**src/rtl/pc_sequencer_if.sv**
```systemverilog
`default_nettype none
// ============================================================================
// Module      : pc_sequencer_if
// Description : Pipeline-side bundle of the PC sequencer. It carries the
//               stall/halt/branch-resolve inputs, the shared branch-adder
//               operands and result, and the fetch PC status outputs.
// Revision    : 1.0 - initial release
// ============================================================================
interface pc_sequencer_if;
  logic        stall;
  logic        halt;
  logic        br_valid;
  logic        br_taken;
  logic [15:0] br_pc;
  logic [15:0] br_offset;
  logic [15:0] adder_pc;
  logic [15:0] adder_offset;
  logic [15:0] adder_target;
  logic [15:0] pc;
  logic        pc_valid;
  logic        flush;
  logic        fault;
  logic [1:0]  state;

  // Pipeline / adder side: drives the control inputs and the adder sum
  modport master (
    output stall, halt, br_valid, br_taken, br_pc, br_offset, adder_target,
    input  adder_pc, adder_offset, pc, pc_valid, flush, fault, state
  );

  // Sequencer side
  modport slave (
    input  stall, halt, br_valid, br_taken, br_pc, br_offset, adder_target,
    output adder_pc, adder_offset, pc, pc_valid, flush, fault, state
  );
endinterface
`default_nettype wire

```
**src/rtl/pc_sequencer.sv**
```systemverilog
`default_nettype none
// ============================================================================
// Module      : pc_sequencer
// Description : Program counter owner for the 16-bit pipeline. It selects
//               sequential / hold / branch-redirect, drives the shared branch
//               target adder, raises flush after a taken branch, and handles
//               halt and the sticky misaligned-target fault.
// Revision    : 1.0 - initial release
// ============================================================================
module pc_sequencer #(
  parameter logic [15:0] RESET_PC     = 16'h0000,
  parameter int          PC_INC       = 2,
  parameter int          FLUSH_CYCLES = 2
) (
  input  wire            clk,
  input  wire            rst_n,
  pc_sequencer_if.slave  bus
);

  typedef enum logic [1:0] {
    ST_RUN   = 2'd0,
    ST_FLUSH = 2'd1,
    ST_HALT  = 2'd2
  } state_t;

  localparam logic [15:0] c_pc_inc   = 16'(PC_INC);
  localparam logic [2:0]  c_cnt_init = 3'(FLUSH_CYCLES - 1);

  state_t      state_q, state_d;
  logic [15:0] pc_q, pc_d;
  logic        pc_valid_q, pc_valid_d;
  logic        flush_q, flush_d;
  logic        fault_q, fault_d;
  logic [2:0]  cnt_q, cnt_d;
  logic        take;

  // Adder operands are forced to zero when no branch resolves, so the shared
  // adder does not toggle on unrelated EX traffic.
  assign bus.adder_pc     = bus.br_valid ? bus.br_pc     : 16'h0000;
  assign bus.adder_offset = bus.br_valid ? bus.br_offset : 16'h0000;

  assign take = bus.br_valid & bus.br_taken;

  // Next-state selection; every output below is taken from a flop.
  always_comb begin
    state_d    = state_q;
    pc_d       = pc_q;
    pc_valid_d = pc_valid_q;
    flush_d    = flush_q;
    fault_d    = fault_q;
    cnt_d      = cnt_q;
    case (state_q)
      ST_RUN: begin
        if (take && bus.adder_target[0]) begin
          // Odd target: freeze at the faulting point, no redirect
          state_d    = ST_HALT;
          fault_d    = 1'b1;
          pc_valid_d = 1'b0;
        end else if (take) begin
          // Branch is older than any stalled/halting instruction, so it wins
          pc_d       = bus.adder_target;
          flush_d    = 1'b1;
          cnt_d      = c_cnt_init;
          state_d    = ST_FLUSH;
          pc_valid_d = 1'b1;
        end else if (!pc_valid_q) begin
          // First cycle out of reset: the fetch at RESET_PC has not yet been
          // marked valid, so validate it rather than skipping over it.
          pc_valid_d = 1'b1;
        end else if (bus.halt && !bus.stall) begin
          state_d    = ST_HALT;
          pc_valid_d = 1'b0;
        end else if (!bus.stall) begin
          pc_d = pc_q + c_pc_inc;
        end
      end
      ST_FLUSH: begin
        // Inputs refer to wrong-path instructions and are ignored here
        pc_d = pc_q + c_pc_inc;
        if (cnt_q == 3'd0) begin
          flush_d = 1'b0;
          state_d = ST_RUN;
        end else begin
          cnt_d = cnt_q - 3'd1;
        end
      end
      ST_HALT: begin
        // Only reset leaves HALT
      end
      default: begin
        state_d = ST_RUN;
      end
    endcase
  end

  // State and output registers with synchronous active-low reset
  always_ff @(posedge clk) begin
    if (!rst_n) begin
      state_q    <= ST_RUN;
      pc_q       <= RESET_PC;
      pc_valid_q <= 1'b0;
      flush_q    <= 1'b0;
      fault_q    <= 1'b0;
      cnt_q      <= 3'd0;
    end else begin
      state_q    <= state_d;
      pc_q       <= pc_d;
      pc_valid_q <= pc_valid_d;
      flush_q    <= flush_d;
      fault_q    <= fault_d;
      cnt_q      <= cnt_d;
    end
  end

  assign bus.pc       = pc_q;
  assign bus.pc_valid = pc_valid_q;
  assign bus.flush    = flush_q;
  assign bus.fault    = fault_q;
  assign bus.state    = state_q;

endmodule
`default_nettype wire

```
**src/flat_wrapper.sv**
```systemverilog
// flat-port wrapper written by rule: the top's interface ports become plain ports
module pc_sequencer_flat 
#(
  parameter logic [15:0] RESET_PC     = 16'h0000,
  parameter int          PC_INC       = 2,
  parameter int          FLUSH_CYCLES = 2
)
  (clk, rst_n, bus_stall, bus_halt, bus_br_valid, bus_br_taken, bus_br_pc, bus_br_offset, bus_adder_target, bus_adder_pc, bus_adder_offset, bus_pc, bus_pc_valid, bus_flush, bus_fault, bus_state);
  pc_sequencer_if bus_i ();
  input  wire clk;
  input  wire rst_n;
  input wire logic [$bits(bus_i.stall)-1:0] bus_stall;
  input wire logic [$bits(bus_i.halt)-1:0] bus_halt;
  input wire logic [$bits(bus_i.br_valid)-1:0] bus_br_valid;
  input wire logic [$bits(bus_i.br_taken)-1:0] bus_br_taken;
  input wire logic [$bits(bus_i.br_pc)-1:0] bus_br_pc;
  input wire logic [$bits(bus_i.br_offset)-1:0] bus_br_offset;
  input wire logic [$bits(bus_i.adder_target)-1:0] bus_adder_target;
  output wire logic [$bits(bus_i.adder_pc)-1:0] bus_adder_pc;
  output wire logic [$bits(bus_i.adder_offset)-1:0] bus_adder_offset;
  output wire logic [$bits(bus_i.pc)-1:0] bus_pc;
  output wire logic [$bits(bus_i.pc_valid)-1:0] bus_pc_valid;
  output wire logic [$bits(bus_i.flush)-1:0] bus_flush;
  output wire logic [$bits(bus_i.fault)-1:0] bus_fault;
  output wire logic [$bits(bus_i.state)-1:0] bus_state;
  assign bus_i.stall = bus_stall;
  assign bus_i.halt = bus_halt;
  assign bus_i.br_valid = bus_br_valid;
  assign bus_i.br_taken = bus_br_taken;
  assign bus_i.br_pc = bus_br_pc;
  assign bus_i.br_offset = bus_br_offset;
  assign bus_i.adder_target = bus_adder_target;
  assign bus_adder_pc = bus_i.adder_pc;
  assign bus_adder_offset = bus_i.adder_offset;
  assign bus_pc = bus_i.pc;
  assign bus_pc_valid = bus_i.pc_valid;
  assign bus_flush = bus_i.flush;
  assign bus_fault = bus_i.fault;
  assign bus_state = bus_i.state;
  pc_sequencer #(.RESET_PC(RESET_PC), .PC_INC(PC_INC), .FLUSH_CYCLES(FLUSH_CYCLES)) u_core (.clk(clk), .rst_n(rst_n), .bus(bus_i));
endmodule
```
**config.mk**
```make
export PLATFORM = sky130hd
export DESIGN_NAME = pc_sequencer_flat
export DESIGN_NICKNAME = d
export VERILOG_FILES = /design/src/rtl/pc_sequencer_if.sv /design/src/rtl/pc_sequencer.sv /design/src/flat_wrapper.sv
export SDC_FILE = /design/constraint.sdc
export NUM_CORES = 1
export LEC_CHECK = 0
export CAP_MARGIN = 15
export CORE_MARGIN = 8
export CORE_UTILIZATION = 37
export DETAILED_ROUTE_END_ITERATION = 8
export PLACE_DENSITY = 0.81
export SYNTH_ARGS = -nofsm -noshare
export SYNTH_HDL_FRONTEND = slang
export SYNTH_SLANG_ARGS = --single-unit
```
**constraint.sdc**
```tcl
create_clock -name clk -period 1.9 [get_ports clk]
set_clock_uncertainty 0.1 [all_clocks]
set_input_delay 0.19 -clock clk [delete_from_list [all_inputs] [get_ports clk]]
set_output_delay 0.19 -clock clk [all_outputs]
set_load 0.05 [all_outputs]
```
==> impl_metrics.env <==
export IMPL_worst_ep_arrival_time_ns=1.52
export IMPL_gp_congestion=0.839
export IMPL_ant_nets=0
export IMPL_grt_pass1_wl_mm=10.8
export IMPL_worstMarginPinSlew_ns=0.521
export IMPL_ir_worst_vdd_mv=0.271
export IMPL_crit_path_end_kind="output port"
export IMPL_status="finished, final reports clean"
export IMPL_yosys_area_top_type="dfxtp_1"
export IMPL_synth_warnings=0
export IMPL_antenna_found_initial=0
export IMPL_syn_nets=266
export IMPL_synth_area_top_cells="dfxtp_1 (28%), and2_1 (13%), a211oi_1 (5.7%), nand3_1 (4.6%), a21oi_1 (4.1%)"
export IMPL_portBuffers=106
export IMPL_grt_pass1_vias=2195
export IMPL_final_hold_violation_count=0
export IMPL_ys_ff_latch=24
export IMPL_period_share_pct=95.3
export IMPL_cts_hold_buf=0
export IMPL_place_ws_ns=-0.0249
export IMPL_cts_buffers=3
export IMPL_wl_per_cell_um=17.5
export IMPL_grt_usage_pct=18.2
export IMPL_ioPinCount=107
export IMPL_synth_most_common_cell="and2_1"
export IMPL_async_flop_share_pct=0
export IMPL_grt_overflow=0
export IMPL_p_leak_nw=1.25
export IMPL_core_mm2=0.00460
export IMPL_post_cts_buffers=0
export IMPL_htree_levels=1
export IMPL_initial_core_util_pct=37.5
export IMPL_avgViaCountPerCell=5.63
export IMPL_syn_cell_area_mm2=0.00172
export IMPL_cts_sinks=24
export IMPL_cts_tree="built"
export IMPL_rsz0062_at_grt="false"
export IMPL_max_freq_mhz=552
export IMPL_regArea_um2=488
export IMPL_min_period_ns=1.81
export IMPL_nets=375
export IMPL_cts_clk_slew_worst_paths_ns=0.08
export IMPL_critPathLaunchType="flip-flop"
export IMPL_diodes=0
export IMPL_synthCells=209
export IMPL_yosysSeqAreaShare_pct=27.9
export IMPL_routed_wl_mm=6.51
export IMPL_min_path_type="flip-flop to flip-flop"
export IMPL_critPathKind="flip-flop to output port"
export IMPL_cp_buffers_inverters=1
export IMPL_rows=25
export IMPL_fin_cells=371
export IMPL_slew_headroom_pct=65.2
export IMPL_dp_cells=367
export IMPL_finalSetupViolCount=0
export IMPL_multi_input_area_mm2=0.00112
export IMPL_dp_hpwl_mm=5.40
export IMPL_die_area_mm2=0.00710
export IMPL_slowest_delay_ns=0.84
export IMPL_fp_dieW_um=84.2
export IMPL_drt_initial_drc_count=142
export IMPL_clockBufferDepth=2
export IMPL_ys_flop_type="dfxtp_1"
export IMPL_slew_viol_final=0
export IMPL_path_delay_family="buffers and inverters"
export IMPL_synth_edf_count=0
export IMPL_fill_cells=346
export IMPL_drtPass1Iterations=4
export IMPL_remaining_drc_errors=0
export IMPL_slowest_stage="clkdlybuf4s50_1"
export IMPL_ys_top_cells_by_count="and2_1 (35), dfxtp_1 (24), nand3_1 (16)"
export IMPL_root_buffer="clkbuf_8"
export IMPL_die_h_um=84.2
export IMPL_cp_cell_sequence="clkdlybuf4s50_1"
export IMPL_avgSynthCellArea_um2=8.24
export IMPL_vias=2087
export IMPL_yosysUniqueCellTypes=48
export IMPL_drive_gt1_share_pct=24.3
export IMPL_crit_path_max_fanout=5
export IMPL_syn_to_final_growth_pct=89.3
export IMPL_cts_resized=0
export IMPL_power_density_mw_per_mm2=502
export IMPL_grt_max_degree=33
export IMPL_crit_required_ns=1.61
export IMPL_timing_final_ws_setup_ns=0.0889
export IMPL_synth_top_area_share_pct=27.9
export IMPL_cap_violations=0
export IMPL_clk_latency_ns=0.27
==> cells in the final DEF, fill, tap and decap left out, types with 2 or more instances in the layout <==
cell type,count
a211o_1,2
a21oi_1,14
clkbuf_8,4
buf_12,35
and4_1,3
o21ai_0,2
o22ai_1,3
o221a_2,4
o31a_1,4
o32ai_1,4
nand2b_1,2
dfxtp_2,6
nor3_1,6
and3_1,7
mux2i_1,2
nand2_4,2
dfxtp_1,18
a32o_1,2
inv_1,4
ha_1,3
clkdlybuf4s50_1,69
a211oi_1,13
o31ai_1,2
nand4_1,2
nor2_1,2
and2_1,35
nand2_1,15
nand3_1,16
buf_4,16
==> state kept, by name (all words and copies together), names as in the netlist <==
| name | count |
|---|---|
| u_core.bus.pc_valid | 1 |
| u_core.bus.fault | 1 |
| u_core.bus.state | 2 |
| u_core.cnt_q | 3 |
| u_core.bus.pc | 16 |
| u_core.bus.flush | 1 |
==> worst paths after layout <==
path                                         from                to  slack (ns)  depth (start not counted)
worst max register to register   u_core.bus.pc[1]  u_core.bus.pc[7]        0.21                          5
worst max-delay path            u_core.bus.pc[11]        bus_pc[11]        0.09                          1
worst min register to register    u_core.cnt_q[0]   u_core.cnt_q[0]        0.38                          2
worst min-delay path              u_core.cnt_q[0]   u_core.cnt_q[0]        0.38                          2
==> report_power, final <==
part           leakage, nW  switching, mW  internal [mW]
Combinational         1.02          0.375          0.358
Clock               0.0288          0.167          0.185
Sequential           0.198         0.0245          0.525
==> cell type report <==
type / count / area share [%]
well taps: 54 / 2.07
flip-flops and latches: 24 / 15.0
repair buffers: 120 / 46.4
multi-input cells: 165 / 34.5
clock buffers: 4 / 1.69
inverters: 4 / 0.460
==> metrics by stage <==
step	instance area, um2	total power, mW	hold WS [ns]	TNS [ns]	util [%]
floorplan	1730	0.918	0.247	0	-
global placement	3210	1.29	0.354	0	69.7
detailed placement	3210	1.30	0.367	-0.0538	69.7
CTS	3260	1.65	0.380	0	70.9
global route	3260	1.70	0.407	0	70.9
finish	3260	1.64	0.376	0	70.9
==> per-layer routing <==
metal	up-vias	track usage [%]	share of wire (%)
met4	0	5.34	1.2
met1	957	18.5	35
met2	135	31.1	49
li1	988	-	-
met3	7	9.97	15
met5	-	0	0
==> kinds of logic after synthesis <==
| family | after synthesis | synth area share (%) |
|---|---|---|
| AO/OA/AOI/OAI | 60 | 26.6 |
| XOR/XNOR | 1 | 0.508 |
| adder cells (fa/ha/maj) | 3 | 2.18 |
| buffers and inverters | 20 | 6.90 |
| flip-flops | 24 | 27.9 |
| multiplexers | 2 | 1.16 |
| AND/OR/NAND/NOR | 99 | 34.8 |
No activity file was read; power rests on OpenSTA's default activity.
